`src/rtl/config_update_queue.sv`:
```
// In-order config update queue that paces writes into a downstream config register.
// Writes are issued one at a time, with a programmable number of idle cycles between them.
module config_update_queue #(
  parameter int width = 1,
  parameter int depth = 4,
  parameter int gap   = 0
) (
  input  logic                   clk,
  input  logic                   rst_n,
  input  logic                   enq,
  input  logic [width-1:0]       d_in,
  output logic                   full_n,
  input  logic                   hold,
  output logic                   en,
  output logic [width-1:0]       d_out,
  output logic                   empty_n,
  output logic [$clog2(depth):0] count,
  output logic                   err
);

  localparam int PW = $clog2(depth);
  localparam int CW = PW + 1;
  localparam logic [CW-1:0] DEPTH_C = CW'(depth);
  localparam logic [CW-1:0] CNT_ONE = CW'(1);
  localparam logic [PW-1:0] PTR_ONE = PW'(1);
  localparam logic [3:0]    GAP_C   = 4'(gap);

  logic [width-1:0] mem_q [depth];
  logic [PW-1:0]    head_q, head_d, tail_q, tail_d;
  logic [CW-1:0]    count_q, count_d;
  logic [3:0]       gap_cnt_q, gap_cnt_d;
  logic             en_q, en_d, err_q, err_d;
  logic [width-1:0] d_out_q, d_out_d;
  logic             enq_ok, issue;

  // Both flags come from the registered count only, so a full queue refuses
  // an enqueue even in a cycle where an issue frees an entry.
  assign full_n  = (count_q != DEPTH_C);
  assign empty_n = (count_q != '0);

  always_comb begin
    enq_ok    = enq && full_n;
    issue     = empty_n && !hold && (gap_cnt_q == 4'd0);
    head_d    = head_q;
    tail_d    = tail_q;
    count_d   = count_q;
    gap_cnt_d = gap_cnt_q;
    en_d      = issue;
    d_out_d   = d_out_q;
    err_d     = err_q;

    if (enq_ok) tail_d = tail_q + PTR_ONE;

    // Hold only blocks issue; the spacing timer keeps running underneath it.
    if (issue) begin
      head_d    = head_q + PTR_ONE;
      d_out_d   = mem_q[head_q];
      gap_cnt_d = GAP_C;
    end else if (gap_cnt_q != 4'd0) begin
      gap_cnt_d = gap_cnt_q - 4'd1;
    end

    case ({enq_ok, issue})
      2'b10:   count_d = count_q + CNT_ONE;
      2'b01:   count_d = count_q - CNT_ONE;
      default: count_d = count_q;
    endcase

    if (enq && !full_n) err_d = 1'b1;
  end

  always_ff @(posedge clk or negedge rst_n) begin
    if (!rst_n) begin
      head_q    <= '0;
      tail_q    <= '0;
      count_q   <= '0;
      gap_cnt_q <= 4'd0;
      en_q      <= 1'b0;
      d_out_q   <= '0;
      err_q     <= 1'b0;
    end else begin
      head_q    <= head_d;
      tail_q    <= tail_d;
      count_q   <= count_d;
      gap_cnt_q <= gap_cnt_d;
      en_q      <= en_d;
      d_out_q   <= d_out_d;
      err_q     <= err_d;
    end
  end

  // Storage carries no reset; validity is tracked by the pointers and count.
  always_ff @(posedge clk) begin
    if (enq_ok) mem_q[tail_q] <= d_in;
  end

  assign en    = en_q;
  assign d_out = d_out_q;
  assign count = count_q;
  assign err   = err_q;

endmodule

```
`config.mk`:
```
export PLATFORM = sky130hd
export DESIGN_NAME = config_update_queue
export DESIGN_NICKNAME = d
export VERILOG_FILES = /design/src/rtl/config_update_queue.sv
export SDC_FILE = /design/constraint.sdc
export NUM_CORES = 1
export LEC_CHECK = 0
export CORE_AREA = 3 3 55 57
export CTS_CLUSTER_SIZE = 8
export DETAILED_ROUTE_END_ITERATION = 10
export DIE_AREA = 0 0 58 60
export HOLD_SLACK_MARGIN = 0.03
export PLACE_DENSITY = 0.68
export RECOVER_POWER = 100
export SLEW_MARGIN = 20
export SYNTH_ARGS = -nofsm -noshare
export SYNTH_HDL_FRONTEND = slang
export SYNTH_SLANG_ARGS = --single-unit
```
`constraint.sdc`:
```
create_clock -name clk -period 2.14 [get_ports clk]
set_clock_uncertainty 0.1 [all_clocks]
set_input_delay 0.428 -clock clk [delete_from_list [all_inputs] [get_ports clk]]
set_output_delay 0.428 -clock clk [all_outputs]
set_load 0.005 [all_outputs]
```
==> metrics.yaml, run 1 <==
outcome:
  status: "finished, violations left"
  violations: "negative setup slack"
min_path:
  hold_class: "reg2reg"
power:
  powerDensity_nw_per_um2: 1088
  seq_power_share_pct: 44.1
  pwr-share-clk_pct: 13.5
  leakagePower_nw: 0.5216
  p_switching_mw: 0.4247
  irDropWorstVdd_v: 0.0006840
  intPower_mw: 0.8455
  combPwrFrac_pct: 42.4
  switching_share_pct: 33.44
setup_path:
  cp_max_fo: 2
  arrival_ps: 2370
  crit_path_end_kind: "flop"
  crit_type: "reg2reg"
  critPathRequiredTime_ps: 2260
  cp-start-kind: "flop"
clock_tree:
  clockRootBuffer: "clkbuf_4"
  worstSkewPairLatency_ps: 290
  cts_tree: "built"
  clk_path_buf_depth: 2
  cts.sinks: 18
  clk_pin_slew_ps: 100
  htreeDepth: 1
  cts-buffers-inserted: 3
timing:
  maxSlewHeadroom_pct: 56.86
  hold_viol_final: 0
  rsz0062_at_grt: "true"
  min_period_ps: 2242
  fin_ws_ps: -101.7
  worst_slew_pin_slew_ps: 645.0
  setup_viol: 1
  whs_ps: 372.8
  timing.final.crit_share_pct: 104.8
  finalMaxSlewViolations: 0
  fmax_mhz: 446.1
yosys:
  syn_nets: 80
  yosys_warnings: 0
  synth.distinct_cells: 24
  synth_seq_area_share_pct: 52.96
  yosys-top-cells-count: "dfrtp_1 (14), inv_1 (11), ha_1 (6)"
  ys_seq_elements: 18
  synth_area_per_cell_um2: 13.06
  yosysTopAreaCellShare_pct: 39.44
  synthesis.area_um2: 888.4
  synth.most_common_cell: "dfrtp_1"
  synthCells: 68
  synthTopCellsByArea: "dfrtp_1 (39%), edfxtp_1 (14%), ha_1 (8.5%)"
  async_flop_share_pct: 77.78
  synth_edf_count: 4
  synth_area_leader_cell: "dfrtp_1"
  ys.flop_type: "dfrtp_1"
job:
  drv_cap: 0
placed_design:
  numPortBuffers: 12
  gp_congestion: 0.7332
  hpwlAfterDp_um: 1064
  place_area_um2: 1114
finish:
  antenna_cells: 0
  final_layout_size_suffix_gt1_share_pct: 26.32
  syn2layout_area_growth_pct: 31.41
  design_area_um2: 1167
  final_nets: 108
floorplan:
  io_pins: 13
  dieArea_um2: 3480
  die-width_um: 58
  rows: 18
  fp.coreArea_um2: 2522
  die_h_um: 60
  start_util_pct: 35.22
routing:
  post_drt_wl_per_cell_um: 11.16
  wl_um: 1395
  drcViolationCount: 0
  dr.first_iter.drc_count: 7
  vias: 573
  dr.pass1.iters: 4
  ant_nets: 0
  via_per_inst: 4.584
grt:
  gr-usage-all-layers_pct: 9.872
  top_usage_layer: "met2"
  antenna_found_initial: 0
  use_met3_pct: 1.944
  grt_use_met2_pct: 15.65
  grt_pass1_wl_um: 2628
  grt_max_degree: 15
  gr-total-overflow: 0
  grt_pass1_vias: 616
  met1_usage_pct: 12.84
## power groups by stage
stage,combinational (mW),clock (mW),sequential [mW]
finish,0.538,0.171,0.561
global route,0.615,0.194,0.582
CTS,0.540,0.179,0.567
detailed placement,0.532,0,0.560
global placement,0.513,0,0.558
floorplan,0.312,0,0.548
## final timing paths
check,cells past startpoint,end,startpoint,slack (ps)
max reg2reg,10,count[2],gap_cnt_q[0],-100
min reg2reg,1,err,err,370
min in group asynchronous,1,gap_cnt_q[0],rst_n,490
max in group asynchronous,1,head_q[1],rst_n,1030
max,10,count[2],gap_cnt_q[0],-100
min,1,err,err,370
## area by class of cell
cell class / instances / area, um2
fill: 244 / 1355
sequential: 18 / 470.5
multi-input combinational: 39 / 394.1
timing repair buffer: 23 / 197.7
inverter: 11 / 41.29
tap: 30 / 37.54
clock buffer: 3 / 22.52
clock inverter: 1 / 3.754
## routing by layer
metal,up-vias,wire length [um],share of wire [%]
met1,277,697,50
met4,0,4,0.29
met3,2,53,3.8
met5,-,0,0
li1,281,-,-
met2,13,640,46
## cells by family after synthesis
family / after synthesis / synth area share [%]
buffers and inverters: 11 / 4.648
xor gates and xnor gates: 6 / 5.915
DFF: 18 / 52.96
AOI/OAI and AO/OA: 8 / 5.633
adders and majority gates: 7 / 10.70
muxes: 3 / 5.492
and+or+nand+nor: 15 / 14.65
## worst max-delay path, cell delays in order (launching register included)
cell and delay, ps:
dfrtp_1 390, inv_1 70, ha_2 180, nor3b_4 220
nor3b_4 230, ha_2 210, inv_2 40, fa_2 320
xor2_1 140, nor2_1 120, xor2_1 150
## flip-flops by register name (all words and copies together) (netlist names)
name	count
gap_cnt_q	4
mem_q	4
count	3
head_q	2
tail_q	2
d_out	1
en	1
err	1
## cells in the final DEF (no fill, tap or decap), types with 2 or more instances in the layout
cell type	n
dfrtp_1	14
o21ai_0	3
clkdlybuf4s50_1	8
o211ai_1	2
and2_1	4
ha_1	4
clkbuf_4	3
xnor2_1	2
edfxtp_1	4
xor2_1	4
ha_2	2
inv_1	10
a21o_1	2
dlygate4sd3_1	3
nor3b_4	2
buf_4	10
## timing repair
action	CTS	global route
pin swaps	3	1
cloned	0	0
setup endpoints to repair	3	3
hold buffers	0	0
gates resized for setup	3	2
buffers inserted	3	0
## metrics by stage
| step | cells | power [mW] | utilization, % | setup WS, ps | TNS (ps) |
|---|---|---|---|---|---|
| after floorplan | 68 | 0.8599 | - | -161.0 | -222.3 |
| after global placement | 118 | 1.071 | 44.15 | -115.1 | -121.5 |
| after detailed placement | 118 | 1.092 | 44.15 | -160.5 | -216.5 |
| after CTS | 125 | 1.287 | 46.33 | -85.90 | -85.90 |
| after global routing | 125 | 1.392 | 46.28 | -243.9 | -349.8 |
| final | 125 | 1.270 | 46.28 | -101.7 | -101.7 |
(Power assumes the default switching activity.)
==> inputs of run 2 (changes only) <==
CELL_PAD_IN_SITES_DETAIL_PLACEMENT = 1   (was not set)
CELL_PAD_IN_SITES_GLOBAL_PLACEMENT = 1   (was not set)
PLACE_DENSITY = 0.78   (was 0.68)
==> run 2 against run 1 <==
Compared with the run above:
- the flow still finishes with violations (negative setup slack)
- combinational power rose by 13%
- register-to-register slack got worse by 40 ps
- sequential share of layout area fell by 0.62 points
- power rose by 6.1%
- worst hold slack improved by 15 ps
==> metrics.yaml, run 2 (synthesis gave the netlist of run 1 again) <==
setup_path:
  rrSetupSlack_ps: -140  # -40 ps
  crit_type: "reg2reg"
  timing.rr.start: "gap_cnt_q[1]"
  critPathRequiredTime_ps: 2250  # about the same
  arrival_ps: 2390  # +20 ps
  crit_path_end_kind: "flop"
  cp-start-kind: "flop"
  reg2reg_to: "count[2]"
  r2r_cells: 10  # unchanged
  cp_max_fo: 2  # unchanged
  crit_path_start: "gap_cnt_q[1]"
  crit_end: "count[2]"
grt:
  met1_usage_pct: 14.25  # +1.4 points
  grt_max_degree: 15  # unchanged
  antenna_found_initial: 0  # unchanged
  gr-usage-all-layers_pct: 11.58  # +1.7 points
  grt_pass1_wl_um: 3036  # +16%
  use_met3_pct: 3.240  # +1.3 points
  gr-total-overflow: 0  # unchanged
  grt_pass1_vias: 705  # +14%
  top_usage_layer: "met2"
  grt_use_met2_pct: 19.84  # +4.2 points
clock_tree:
  clockRootBuffer: "clkbuf_4"
  clk_pin_slew_ps: 100  # about the same
  cts.sinks: 18  # unchanged
  worstSkewPairLatency_ps: 280  # about the same
  htreeDepth: 1  # unchanged
  clk_path_buf_depth: 2  # unchanged
  cts-buffers-inserted: 3  # unchanged
  cts_tree: "built"
floorplan:
  fp.coreArea_um2: 2522  # unchanged
  dieArea_um2: 3480  # unchanged
  die_h_um: 60  # unchanged
  die-width_um: 58  # unchanged
  io_pins: 13  # unchanged
  rows: 18  # unchanged
  start_util_pct: 35.22  # unchanged
routing:
  drcViolationCount: 0  # unchanged
  dr.pass1.iters: 4  # unchanged
  wl_um: 1609  # +15%
  vias: 595  # +3.8%
  via_per_inst: 4.648  # +1.4%
  ant_nets: 0  # unchanged
  post_drt_wl_per_cell_um: 12.57  # +13%
  dr.first_iter.drc_count: 4  # -3
timing:
  fin_ws_ps: -136.8  # -35.07 ps
  rsz0062_at_grt: "true"
  timing.final.crit_share_pct: 106.4  # +1.6 points
  setup_viol: 1  # unchanged
  setup_tns_ps: -136.8  # -35.07 ps
  finalMaxSlewViolations: 0  # unchanged
  maxSlewHeadroom_pct: 56.18  # -0.68 points
  worst_slew_pin_slew_ps: 655.2  # +10.13 ps
  fmax_mhz: 439.2  # -1.5%
  hold_viol_final: 0  # unchanged
  min_period_ps: 2277  # +35.07 ps
finish:
  seq_area_um2: 471.7  # +0.27%
  final_nets: 111  # +2.8%
  multiInputGateArea_um2: 394.1  # unchanged
  final_core_util_pct: 47.12  # +0.84 points
  antenna_cells: 0  # unchanged
  syn2layout_area_growth_pct: 33.80
  fill_cells: 275  # +13%
  design_area_um2: 1189  # +1.8%
  layout_common_cells: "dfrtp_1 (13), buf_4 (12), inv_1 (10), clkdlybuf4s50_1 (10)"
  final_layout_size_suffix_gt1_share_pct: 28.57  # +2.3 points
  final_common_cell: "dfrtp_1"
power:
  p_total_mw: 1.348  # +6.1%
  irDropWorstVdd_v: 0.0006571  # -3.9%
  powerDensity_nw_per_um2: 1134  # +4.2%
  leakagePower_nw: 0.5329  # +2.2%
placed_design:
  hpwlAfterDp_um: 1296  # +22%
  numPortBuffers: 12  # unchanged
  place_area_um2: 1114  # unchanged
  gp_congestion: 0.7462  # +1.8%
min_path:
  hold_class: "reg2reg"
  min_from: "err"
outcome:
  status: "finished, violations left"
  violations: "negative setup slack"
job:
  drv_cap: 0  # unchanged
run 2: changes by cell type in the layout (fill, tap and decap cells not counted):
cell / change
dfrtp_2: +1
clkdlybuf4s50_1: +2
clkinv_1: -1
dlygate4sd3_1: -1
clkbuf_1: +2
dlygate4sd2_1: -1
buf_4: +2
dfrtp_1: -1
run 2: layer usage:
layer | vias to the layer above | part of all wire (%)
li1 | 289 | -
met1 | 291 | 46
met2 | 15 | 48
met3 | 0 | 6.1
met4 | 0 | 0
met5 | - | 0
run 2: where the power goes:
group	switching (mW)	total [mW]	internal (mW)
Clock	0.0996	0.172	0.0722
Sequential	0.107	0.568	0.460
Combinational	0.241	0.608	0.368
Total	0.448	1.35	0.900
run 2: how the worst min path moves through the flow:
stage | cells after the start | slack [ps] | endpoint
detailed placement | 1 | 360 | err
floorplan | 0 | 30 | count[0]
global route | 1 | 400 | head_q[1]
CTS | 1 | 390 | err
finish | 1 | 390 | err
global placement | 1 | 340 | err
run 2: what timing repair did:
| action | 4_1_cts | 5_1_grt |
|---|---|---|
| hold buffers | 0 | 0 |
| endpoints found under the setup margin | 3 | 4 |
| resized for setup | 2 | 2 |
| buffers inserted | 2 | 4 |
| pin swaps | 3 | 2 |
run 2: layout make-up:
type	instances	area share (%)
clock buffers	4	2.211
inverters	11	3.474
flip-flops and latches	18	39.68
multi-input cells	39	33.16
repair buffers	26	18.32
well taps	30	3.158
run 2: per-stage QoR:
stage / worst slack, ps / cells / hold WS (ps)
4_1_cts: -147.7 / 124 / 389.2
3_3_place_gp: -115.5 / 118 / 343.8
5_1_grt: -243.6 / 128 / 404.4
2_1_floorplan: -161.0 / 68 / 32.41
3_5_place_dp: -267.3 / 118 / 360.6
6_report: -136.8 / 128 / 387.6
run 2: critical path, cell delays in order (launching register included):
cell     delay [ps]
dfrtp_1         400
inv_1            70
ha_2            170
nor3b_4         220
nor3b_4         240
ha_2            210
inv_2            40
fa_2            330
xor2_1          150
nor2_1          120
xor2_1          150
